### config.mk
export PLATFORM = sky130hd
export DESIGN_NAME = btn_event_decoder
export DESIGN_NICKNAME = d
export VERILOG_FILES = /design/src/rtl/btn_event_decoder.sv
export SDC_FILE = /design/constraint.sdc
export NUM_CORES = 1
export LEC_CHECK = 0
export CORE_MARGIN = 2
export CORE_UTILIZATION = 40
export DETAILED_ROUTE_END_ITERATION = 10
export SKIP_LAST_GASP = 1
export SYNTH_ARGS = -nofsm -noshare
export SYNTH_HDL_FRONTEND = slang
export SYNTH_SLANG_ARGS = --single-unit
### constraint.sdc
create_clock -name i_clk -period 3.6 [get_ports i_clk]
set_input_delay 0.72 -clock i_clk [delete_from_list [all_inputs] [get_ports i_clk]]
set_output_delay 0.72 -clock i_clk [all_outputs]
set_load 0.05 [all_outputs]
### src/rtl/btn_event_decoder.sv
// Classifies a debounced button level into one-cycle short / long / double-click /
// auto-repeat pulses plus held and busy levels for the OSD/menu controller.
module btn_event_decoder #(
  parameter int BTN_ACTIVE_LOW    = 1,
  parameter int LONG_PRESS_CYCLES = 2500000,
  parameter int DCLICK_CYCLES     = 800000,
  parameter int REPEAT_CYCLES     = 250000
) (
  input  logic i_clk,
  input  logic i_rst,
  input  logic i_btn,
  output logic o_short_press,
  output logic o_long_press,
  output logic o_double_click,
  output logic o_repeat,
  output logic o_held,
  output logic o_busy
);

  localparam int MAXC_LD = (LONG_PRESS_CYCLES > DCLICK_CYCLES) ? LONG_PRESS_CYCLES : DCLICK_CYCLES;
  localparam int MAXC    = (MAXC_LD > REPEAT_CYCLES) ? MAXC_LD : REPEAT_CYCLES;
  localparam int CW      = $clog2(MAXC + 1);

  localparam logic [CW-1:0] C_LONG_M1 = CW'(LONG_PRESS_CYCLES - 1);
  localparam logic [CW-1:0] C_DCLK_M1 = CW'(DCLICK_CYCLES - 1);
  localparam logic [CW-1:0] C_REP_M1  = CW'(REPEAT_CYCLES - 1);
  localparam logic [CW-1:0] C_ONE     = CW'(1);
  localparam logic [CW-1:0] C_ZERO    = CW'(0);
  localparam logic [CW-1:0] C_SAT     = {CW{1'b1}};
  localparam logic          C_INV     = (BTN_ACTIVE_LOW != 0) ? 1'b1 : 1'b0;
  localparam logic          C_DCLK_EN = (DCLICK_CYCLES != 0) ? 1'b1 : 1'b0;
  localparam logic          C_REP_EN  = (REPEAT_CYCLES != 0) ? 1'b1 : 1'b0;

  localparam logic [2:0] S_IDLE     = 3'd0;
  localparam logic [2:0] S_PRESS1   = 3'd1;
  localparam logic [2:0] S_WAIT2    = 3'd2;
  localparam logic [2:0] S_WAIT_REL = 3'd3;
  localparam logic [2:0] S_LONG     = 3'd4;

  logic [2:0]    r_state;
  logic [CW-1:0] r_ctr;
  logic          r_act_prev;
  logic          r_short;
  logic          r_long;
  logic          r_dclick;
  logic          r_repeat;
  logic          r_held;
  logic          r_busy;

  logic          w_act;
  logic [2:0]    w_state_nxt;
  logic          w_ctr_clr;
  logic          w_short;
  logic          w_long;
  logic          w_dclick;
  logic          w_repeat;

  assign w_act = i_btn ^ C_INV;

  // Next-state and event decode; ctr is cleared on every state entry and on each repeat.
  always_comb begin
    w_state_nxt = r_state;
    w_ctr_clr   = 1'b0;
    w_short     = 1'b0;
    w_long      = 1'b0;
    w_dclick    = 1'b0;
    w_repeat    = 1'b0;
    case (r_state)
      S_IDLE: begin
        if (w_act && !r_act_prev) begin
          w_state_nxt = S_PRESS1;
          w_ctr_clr   = 1'b1;
        end else begin
          w_state_nxt = S_IDLE;
        end
      end
      S_PRESS1: begin
        if (!w_act) begin
          w_ctr_clr = 1'b1;
          if (C_DCLK_EN) begin
            w_state_nxt = S_WAIT2;
          end else begin
            w_short     = 1'b1;
            w_state_nxt = S_IDLE;
          end
        end else if (r_ctr == C_LONG_M1) begin
          w_long      = 1'b1;
          w_state_nxt = S_LONG;
          w_ctr_clr   = 1'b1;
        end else begin
          w_state_nxt = S_PRESS1;
        end
      end
      S_WAIT2: begin
        if (w_act) begin
          w_dclick    = 1'b1;
          w_state_nxt = S_WAIT_REL;
          w_ctr_clr   = 1'b1;
        end else if (r_ctr == C_DCLK_M1) begin
          w_short     = 1'b1;
          w_state_nxt = S_IDLE;
          w_ctr_clr   = 1'b1;
        end else begin
          w_state_nxt = S_WAIT2;
        end
      end
      S_WAIT_REL: begin
        if (!w_act) begin
          w_state_nxt = S_IDLE;
          w_ctr_clr   = 1'b1;
        end else begin
          w_state_nxt = S_WAIT_REL;
        end
      end
      S_LONG: begin
        if (!w_act) begin
          w_state_nxt = S_IDLE;
          w_ctr_clr   = 1'b1;
        end else if (C_REP_EN && (r_ctr == C_REP_M1)) begin
          w_repeat  = 1'b1;
          w_ctr_clr = 1'b1;
        end else begin
          w_state_nxt = S_LONG;
        end
      end
      default: begin
        w_state_nxt = S_IDLE;
        w_ctr_clr   = 1'b1;
      end
    endcase
  end

  // State, counter and edge-history registers; act_prev resets to pressed so a held button is ignored.
  always_ff @(posedge i_clk or posedge i_rst) begin
    if (i_rst) begin
      r_state    <= S_IDLE;
      r_ctr      <= C_ZERO;
      r_act_prev <= 1'b1;
    end else begin
      r_state    <= w_state_nxt;
      r_act_prev <= w_act;
      if (w_ctr_clr) begin
        r_ctr <= C_ZERO;
      end else if (r_ctr != C_SAT) begin
        r_ctr <= r_ctr + C_ONE;
      end else begin
        r_ctr <= r_ctr;
      end
    end
  end

  // Registered event pulses and status levels.
  always_ff @(posedge i_clk or posedge i_rst) begin
    if (i_rst) begin
      r_short  <= 1'b0;
      r_long   <= 1'b0;
      r_dclick <= 1'b0;
      r_repeat <= 1'b0;
      r_held   <= 1'b0;
      r_busy   <= 1'b0;
    end else begin
      r_short  <= w_short;
      r_long   <= w_long;
      r_dclick <= w_dclick;
      r_repeat <= w_repeat;
      r_held   <= (w_state_nxt == S_LONG);
      r_busy   <= (w_state_nxt != S_IDLE);
    end
  end

  assign o_short_press  = r_short;
  assign o_long_press   = r_long;
  assign o_double_click = r_dclick;
  assign o_repeat       = r_repeat;
  assign o_held         = r_held;
  assign o_busy         = r_busy;

endmodule

==> flow_metrics.py, run 1 <==
metrics = {
    "outcome": {
        "status": "finished clean",
    },
    "pwr": {
        "leakage_uw": 0.0008625,
        "power.density_mw_per_mm2": 412.2,
        "vdd_drop_max_uv": 229.7,
    },
    "timing": {
        "setup_viol": 0,
        "tightest_slew_ns": 0.9946,
        "fmax_mhz": 382.4,
        "finalMaxSlewViolations": 0,
        "rsz0062_at_grt": "false",
        "min_period_ns": 2.615,
        "fin_setup_tns_ns": 0,
        "setup_slack_ns": 0.9850,
        "finalCritPeriodShare_pct": 72.64,
        "max_slew_margin_pct": 33.70,
        "final_hold_viol_count": 0,
        "fin_worst_skew_ns": 0.007193,
    },
    "global_routing": {
        "grt_usage_pct": 18.06,
        "overflow": 0,
        "grt_pass1_wl_um": 7279,
        "grt_pass1_vias": 1506,
        "grt_max_degree": 33,
        "grt_antenna_before_repair": 0,
    },
    "layout": {
        "drive_above_1_share_pct": 15.42,
        "synthToLayoutAreaGrowth_pct": 10.60,
        "layout_common_cells": "dfrtp_1, nor3_1, xor2_1",
        "antenna_cells": 0,
        "nFillCells": 431,
        "final_common_cell": "dfrtp_1",
        "multi_input_area_um2": 998.5,
        "fin_nets": 204,
        "layout.cells.non_filler": 253,
        "seqCellArea_um2": 802.0,
    },
    "worst_setup_path": {
        "cp-start-kind": "register",
        "cp.required_ns": 3.73,
        "reg2reg_from": "r_ctr[0]",
        "critical_path_class": "reg -> reg",
        "cp.arrival_ns": 2.74,
        "r2r-end": "r_ctr[12]",
        "endpoint_kind": "register",
        "timing.critical_path.from": "r_ctr[0]",
        "cp_max_fo": 22,
        "ff2ff_setup_slack_ns": 0.99,
        "ff2ff_path_depth": 6,
    },
    "synth": {
        "synth_flop_cell": "dfrtp_1",
        "synth_xor_area_share_pct": 6.067,
        "synth_edf_count": 0,
        "synthAdderAreaFrac_pct": 0.6667,
        "syn-num-nets": 193,
        "synth_top_family_by_area": "simple AND/OR/NAND/NOR gates",
        "synth_compound_area_share_pct": 12.53,
        "synthSimpleGateAreaFrac_pct": 30.73,
        "ys_seq_elements": 32,
        "ys_seq_area_share_pct": 42.73,
        "synthArstFlopShare_pct": 100.0,
        "synth_area_per_cell_um2": 9.930,
        "synthCells": 189,
        "syn_area_mm2": 0.001877,
        "synthMuxAreaShare_pct": 3.200,
        "yosys_warnings": 0,
        "ys_types": 48,
    },
    "clock_network": {
        "clk_path_buf_depth": 2,
        "cts.sinks": 32,
        "cts-root-buf": "clkbuf_8",
        "cts_buffers": 5,
        "clk_pin_slew_ns": 0.07,
        "cts_setup_buffers": 0,
        "cts_tree": "done",
        "htreeDepth": 2,
        "clock_latency_ns": 0.29,
        "cts_resized": 0,
        "hold_buffers": 0,
    },
    "detailed_routing": {
        "drt_first_iter_violations": 124,
        "drt-wirelength-per-cell_um": 16.89,
        "drc": 0,
        "wirelength_um": 4272,
        "num_vias": 1525,
        "first_pass_iters": 4,
        "ant_nets": 0,
        "vias_per_cell": 6.028,
    },
    "place": {
        "gp_congestion": 0.8437,
        "dpl.cell_count": 245,
        "dp_hpwl_um": 3115,
        "dp_slack_ns": 0.9033,
        "port_buffers": 8,
    },
    "worst_hold_path": {
        "hp-start": "r_ctr[1]",
        "whs_endpoint": "r_ctr[1]",
        "hold_path.class": "reg -> reg",
        "holdPathStages": 2,
    },
    "die": {
        "core_mm2": 0.004444,
        "start_util_pct": 42.23,
        "io_pins": 9,
        "die_w_um": 72.50,
        "rows": 24,
        "design.die.area_mm2": 0.005256,
        "die_y_um": 72.50,
    },
    "run": {
        "cap_violations": 0,
    },
}
[registers in the layout, indices dropped and copies added (netlist names)]
signal,count
r_ctr,22
o_short_press,1
o_busy,1
o_held,1
r_state,3
r_act_prev,1
o_long_press,1
o_double_click,1
o_repeat,1
[kinds of logic after synthesis]
| kind of cell | after synthesis |
|---|---|
| flip-flops | 32 |
| adder cells (fa/ha/maj) | 1 |
| AO/OA/AOI/OAI | 28 |
| AND/OR/NAND/NOR | 97 |
| buffers and inverters | 12 |
| multiplexers | 6 |
| XOR/XNOR | 13 |
[worst max-delay path by stage]
stage / to / slack [ns] / cells past startpoint
6_report: r_ctr[12] / 0.99 / 6
5_1_grt: r_ctr[12] / 0.77 / 6
4_1_cts: r_ctr[18] / 1.0 / 6
3_5_place_dp: r_ctr[18] / 0.90 / 6
3_3_place_gp: r_ctr[18] / 0.97 / 6
2_1_floorplan: r_ctr[9] / 1.67 / 7
[stage by stage]
step	hold slack (ns)	util, %	power [uW]	cell area [um2]
2_1_floorplan	0.5671	-	542.0	1877
3_3_place_gp	0.5963	44.62	568.9	1983
3_5_place_dp	0.6222	44.62	576.6	1983
4_1_cts	0.6364	46.71	861.1	2076
5_1_grt	0.6534	46.71	893.7	2076
6_report	0.6317	46.71	855.6	2076
[cells in the mapped netlist (all sizes together) (2+ instances only)]
cell type | instances | share of area, %
a211oi | 3 | 1.7
a21oi | 2 | 0.53
and3 | 4 | 1.4
and4 | 3 | 1.5
buf | 3 | 1.2
clkbuf | 3 | 1.7
dfrtp | 31 | 41
inv | 6 | 1.2
mux2i | 6 | 3.2
nand2 | 11 | 2.2
nand2b | 6 | 2.0
nand3 | 9 | 2.4
nand4 | 11 | 4.0
nor2 | 10 | 2.4
nor3 | 22 | 6.1
nor4 | 10 | 4.3
o2111ai | 3 | 1.4
o211ai | 4 | 1.9
o21ai | 10 | 3.5
or2 | 3 | 1.0
or3 | 2 | 0.67
xor2 | 12 | 5.6
[routing by layer]
| layer | up-vias | GRT usage (%) | wire [um] |
|---|---|---|---|
| met1 | 743 | 23.45 | 1930 |
| met5 | - | 0 | 0 |
| li1 | 733 | - | - |
| met3 | 9 | 3.056 | 158 |
| met4 | 0 | 7.819 | 74 |
| met2 | 40 | 29.77 | 2109 |
[cell type report]
cell class / count / share of cell area [%]
multi-input cells: 145 / 48.10
clock inverters: 2 / 0.4822
inverters: 6 / 1.085
well taps: 52 / 3.134
clock buffers: 6 / 3.978
flip-flops and latches: 32 / 38.64
repair buffers: 10 / 4.581
[report_power, final]
part / leakage (uW) / internal, uW / switching (uW)
clock network: 0.0000510 / 152 / 134
logic: 0.000379 / 50.5 / 97.8
registers: 0.000433 / 388 / 33.4
[worst max-delay path: stages (launching register included)]
cell     delay, ns
dfrtp_1       0.39
ha_1          0.26
nand4_2       0.20
nor2_1        0.30
nand4_1       0.27
o31ai_4       0.86
nor3_1        0.17
(Power assumes the default switching activity.)
==> run 2, diff against run 1 <==
- clock period: 3.6 -> 2.22 ns (I/O delays scaled with it)
==> run 2 against run 1 <==
- design area increased by 3.4%
- routed wire length is 2.7% lower
- critical path depth grew 2
- sequential cell count stayed put
- first-iteration DRC count fell by 44%
- cell count grew 2.4%
- clock power up 59%
- register-to-register slack worse by 0.77 ns
- maximum frequency is 30% higher
- highest routed layer unchanged
==> flow_metrics.py, run 2 (synthesis gave the netlist of run 1 again) <==
metrics = {
    "place": {
        "gp_congestion": 0.8760,
        "port_buffers": 8,
        "dp_hpwl_um": 2990,
    },
    "clock_network": {
        "cts.sinks": 32,
        "cts_tree": "done",
        "clk_pin_slew_ns": 0.06,
        "hold_buffers": 0,
        "cts_buffers": 5,
        "htreeDepth": 2,
        "clk_path_buf_depth": 2,
        "cts_setup_buffers": 0,
        "cts-root-buf": "clkbuf_8",
        "clock_latency_ns": 0.28,
    },
    "detailed_routing": {
        "first_pass_iters": 5,
        "num_vias": 1549,
        "drt-wirelength-per-cell_um": 16.05,
        "drc": 0,
        "vias_per_cell": 5.981,
        "drt_first_iter_violations": 70,
        "wirelength_um": 4158,
        "ant_nets": 0,
    },
    "worst_hold_path": {
        "hold_path.class": "in -> async",
    },
    "timing": {
        "setup_viol": 0,
        "fin_setup_tns_ns": 0,
        "finalMaxSlewViolations": 0,
        "final_hold_viol_count": 0,
        "fin_worst_skew_ns": 0.006534,
        "fmax_mhz": 498.3,
        "tightest_slew_ns": 0.5152,
        "min_period_ns": 2.007,
        "finalCritPeriodShare_pct": 90.41,
        "max_slew_margin_pct": 65.54,
        "rsz0062_at_grt": "false",
    },
    "pwr": {
        "power.density_mw_per_mm2": 653.4,
        "vdd_drop_max_uv": 346.2,
        "leakage_uw": 0.0008966,
        "power_uw": 1403,
    },
    "worst_setup_path": {
        "cp.arrival_ns": 2.17,
        "crit_family": "simple AND/OR/NAND/NOR gates",
        "cpMaxStageDelayCell": "dfrtp_1",
        "reg2reg_from": "r_ctr[0]",
        "ff2ff_setup_slack_ns": 0.21,
        "cp_max_fo": 22,
        "cp.required_ns": 2.39,
        "timing.critical_path.from": "r_ctr[0]",
        "endpoint_kind": "register",
        "cp-start-kind": "register",
        "path_cells": "ha_1, nand4_2, buf_4, nor2_1, nand4_1, o31ai_4, buf_12, nor3_1",
        "crit_buf_inv": 2,
        "slowest_delay_ns": 0.39,
        "critical_path_class": "reg -> reg",
    },
    "die": {
        "die_w_um": 72.50,
        "die_y_um": 72.50,
        "io_pins": 9,
        "rows": 24,
        "start_util_pct": 42.23,
        "core_mm2": 0.004444,
        "design.die.area_mm2": 0.005256,
    },
    "global_routing": {
        "grt_usage_pct": 17.66,
        "grt_pass1_wl_um": 7210,
        "grt_max_degree": 33,
        "overflow": 0,
        "grt_pass1_vias": 1546,
        "grt_antenna_before_repair": 0,
    },
    "layout": {
        "layout_common_cells": "dfrtp_1, nor3_1, xor2_1",
        "synthToLayoutAreaGrowth_pct": 14.40,
        "drive_above_1_share_pct": 17.39,
        "antenna_cells": 0,
        "biggestRegsByFlops": "r_ctr x22, r_state x3",
        "final_common_cell": "dfrtp_1",
        "max_flop_register": "r_ctr",
        "fin_util_pct": 48.31,
        "largest_reg_flops": 22,
        "nFillCells": 427,
        "fin_nets": 210,
    },
    "outcome": {
        "status": "finished clean",
    },
    "run": {
        "cap_violations": 0,
    },
}
## run 2: worst paths after layout
check,to,cells past startpoint
max,r_ctr[21],8
min,r_ctr[9],3
max reg2reg,r_ctr[21],8
min reg2reg,r_ctr[0],2
max in group asynchronous,r_act_prev,3
min in group i_clk,r_ctr[0],2
## run 2: stage by stage
step,worst slack [ns],cell area (um2),instances,hold slack (ns)
2_1_floorplan,0.2928,1877,189,0.5096
3_3_place_gp,0.1820,2053,251,0.5919
3_5_place_dp,0.1110,2053,251,0.6254
4_1_cts,0.07139,2143,259,0.5667
5_1_grt,0.07759,2147,259,0.5930
6_report,0.2130,2147,259,0.5498
## run 2: power breakdown
part / switching (uW) / total [uW] / internal, uW
clock network: 202 / 454 / 252
registers: 56.0 / 685 / 629
logic: 163 / 263 / 101
## run 2: final cells by class
cell class                 instances  area (um2)  area share, %
tap                               52       65.06          3.030
clock buffer                       8       90.09          4.196
timing repair buffer              16       165.2          7.692
sequential                        32       802.0          37.35
inverter                           6       22.52          1.049
multi-input combinational        145        1002          46.68
## run 2: repair_timing
item                       4_1_cts  5_1_grt
hold endpoints to repair         0        0
gates resized for setup          0        1
setup endpoints to repair        0        9
## run 2: routing by layer
layer	global-route usage (%)	wire length, um	up-vias
li1	-	-	740
met1	23.61	1916	736
met2	26.30	1890	59
met3	5.417	249	14
met4	8.025	101	0
met5	0	0	-
## run 2: worst min-delay path: cells and delay by family
| family | cells | cell delay, ns |
|---|---|---|
| buf+inv | 3 | 0.81 |
==> run 3, diff against run 2 <==
- clock period: 2.22 -> 2.4 ns (I/O delays scaled with it)
==> run 3 against run 2 <==
- routed wire length decreased by 4.8%
- worst setup slack worse by 0.013 ns
- maximum frequency fell by 8.8%
- die area did not move
- design area fell by 1.6%
- clock skew shrank 0.0048 ns
- combinational power fell by 12%
==> flow_metrics.py, run 3 (synthesis gave the netlist of run 1 again) <==
metrics = {
    "timing": {
        "max_slew_margin_pct": 50.75,
        "fin_setup_tns_ns": 0,
        "tightest_slew_ns": 0.7321,
        "finalMaxSlewViolations": 0,
        "min_period_ns": 2.200,
        "fin_worst_skew_ns": 0.001703,
        "setup_viol": 0,
        "hold_slack_ns": 0.5814,
        "finalCritPeriodShare_pct": 91.69,
        "fmax_mhz": 454.4,
        "rsz0062_at_grt": "false",
        "final_hold_viol_count": 0,
    },
    "worst_hold_path": {
        "hold_path.class": "in -> async",
    },
    "detailed_routing": {
        "drc": 0,
        "drt_first_iter_violations": 56,
        "num_vias": 1523,
        "vias_per_cell": 5.903,
        "ant_nets": 0,
        "first_pass_iters": 4,
        "drt-wirelength-per-cell_um": 15.34,
        "wirelength_um": 3959,
    },
    "layout": {
        "final_common_cell": "dfrtp_1",
        "drive_above_1_share_pct": 17.48,
        "synthToLayoutAreaGrowth_pct": 12.60,
        "largest_reg_flops": 22,
        "fin_nets": 209,
        "layout_common_cells": "dfrtp_1, nor3_1, xor2_1",
        "biggestRegsByFlops": "r_ctr x22, r_state x3",
        "nFillCells": 421,
        "fin_util_pct": 47.55,
        "max_flop_register": "r_ctr",
        "antenna_cells": 0,
    },
    "global_routing": {
        "overflow": 0,
        "grt_pass1_wl_um": 6762,
        "grt_pass1_vias": 1452,
        "grt_antenna_before_repair": 0,
        "grt_usage_pct": 16.50,
        "grt_max_degree": 33,
    },
    "worst_setup_path": {
        "cp.required_ns": 2.60,
        "endpoint_kind": "register",
        "crit_buf_inv": 0,
        "cp-start-kind": "register",
        "crit_family": "simple AND/OR/NAND/NOR gates",
        "critical_path_class": "reg -> reg",
        "timing.critical_path.from": "r_ctr[0]",
        "ff2ff_path_depth": 6,
        "cpMaxStageDelayCell": "or4_1",
        "cp_max_fo": 9,
        "cp.arrival_ns": 2.40,
        "slowest_delay_ns": 0.73,
        "cp_num_cells": 6,
        "reg2reg_from": "r_ctr[0]",
        "path_cells": "ha_1, nand4_2, or4_1, nor2_4, o21ai_0, a211oi_2",
    },
    "die": {
        "design.die.area_mm2": 0.005256,
        "io_pins": 9,
        "die_y_um": 72.50,
        "die_w_um": 72.50,
        "start_util_pct": 42.23,
        "core_mm2": 0.004444,
        "rows": 24,
    },
    "clock_network": {
        "cts_tree": "done",
        "cts.sinks": 32,
        "clk_pin_slew_ns": 0.06,
        "clk_path_buf_depth": 2,
        "cts_resized": 0,
        "clock_latency_ns": 0.29,
        "htreeDepth": 2,
        "cts_setup_buffers": 0,
        "cts-root-buf": "clkbuf_8",
        "cts_buffers": 5,
        "hold_buffers": 0,
    },
    "outcome": {
        "status": "finished clean",
    },
    "place": {
        "gp_congestion": 0.8981,
        "dp_hpwl_um": 2890,
        "port_buffers": 8,
    },
    "pwr": {
        "leakage_uw": 0.0008889,
        "power_uw": 1288,
        "vdd_drop_max_uv": 345.7,
        "power.density_mw_per_mm2": 609.7,
    },
    "run": {
        "cap_violations": 0,
    },
}
-- run 3: cell types whose count changed in the layout (fill, tap and decap cells not counted) --
cell,before,now
buf_12,2,0
buf_4,6,7
clkbuf_1,2,0
clkinv_2,0,2
or4_1,0,1
or4_4,1,0
-- run 3: worst register-to-register path, delay by kind of cell, from the launching register on --
kind	cells	cell delay [ns]
DFF	1	0.40
AOI/OAI and AO/OA	2	0.32
adders and majority gates	1	0.25
and+or+nand+nor	3	1.15
-- run 3: where the power goes --
part / leakage (uW) / internal [uW] / switching (uW) / total (uW)
Combinational: 0.000405 / 85.2 / 147 / 232
Clock: 0.0000510 / 228 / 199 / 427
Sequential: 0.000433 / 582 / 46.8 / 629
Total: 0.000889 / 895 / 393 / 1290
-- run 3: layout make-up --
type / count / area [um2] / area share [%]
Multi-Input combinational cell: 145 / 998.5 / 47.25
Sequential cell: 32 / 802.0 / 37.95
Timing Repair Buffer: 15 / 132.6 / 6.276
Clock buffer: 6 / 82.58 / 3.908
Tap cell: 52 / 65.06 / 3.079
Inverter: 6 / 22.52 / 1.066
Clock inverter: 2 / 10.01 / 0.4737
-- run 3: worst paths after layout --
| kind | end | slack [ns] |
|---|---|---|
| worst max-delay path | r_ctr[4] | 0.20 |
| worst min-delay path | o_repeat | 0.58 |
| worst max register to register | r_ctr[4] | 0.20 |
| min in group i_clk | r_ctr[1] | 0.63 |
| max in group asynchronous | r_act_prev | 1.50 |
| worst min register to register | r_ctr[1] | 0.63 |
-- run 3: layer usage --
layer	track usage, %	up-vias	routed length, um
met5	0	-	0
met4	6.584	0	63
met3	4.306	9	117
met2	25.69	31	1844
met1	21.98	733	1933
li1	-	750	-
-- run 3: stage by stage --
step / worst slack, ns / area [um2] / instances
final: 0.1995 / 2113 / 258
after global routing: 0.05824 / 2113 / 258
after CTS: 0.2045 / 2113 / 258
after detailed placement: 0.2141 / 2021 / 250
after global placement: 0.2933 / 2021 / 250
after floorplan: 0.4728 / 1877 / 189
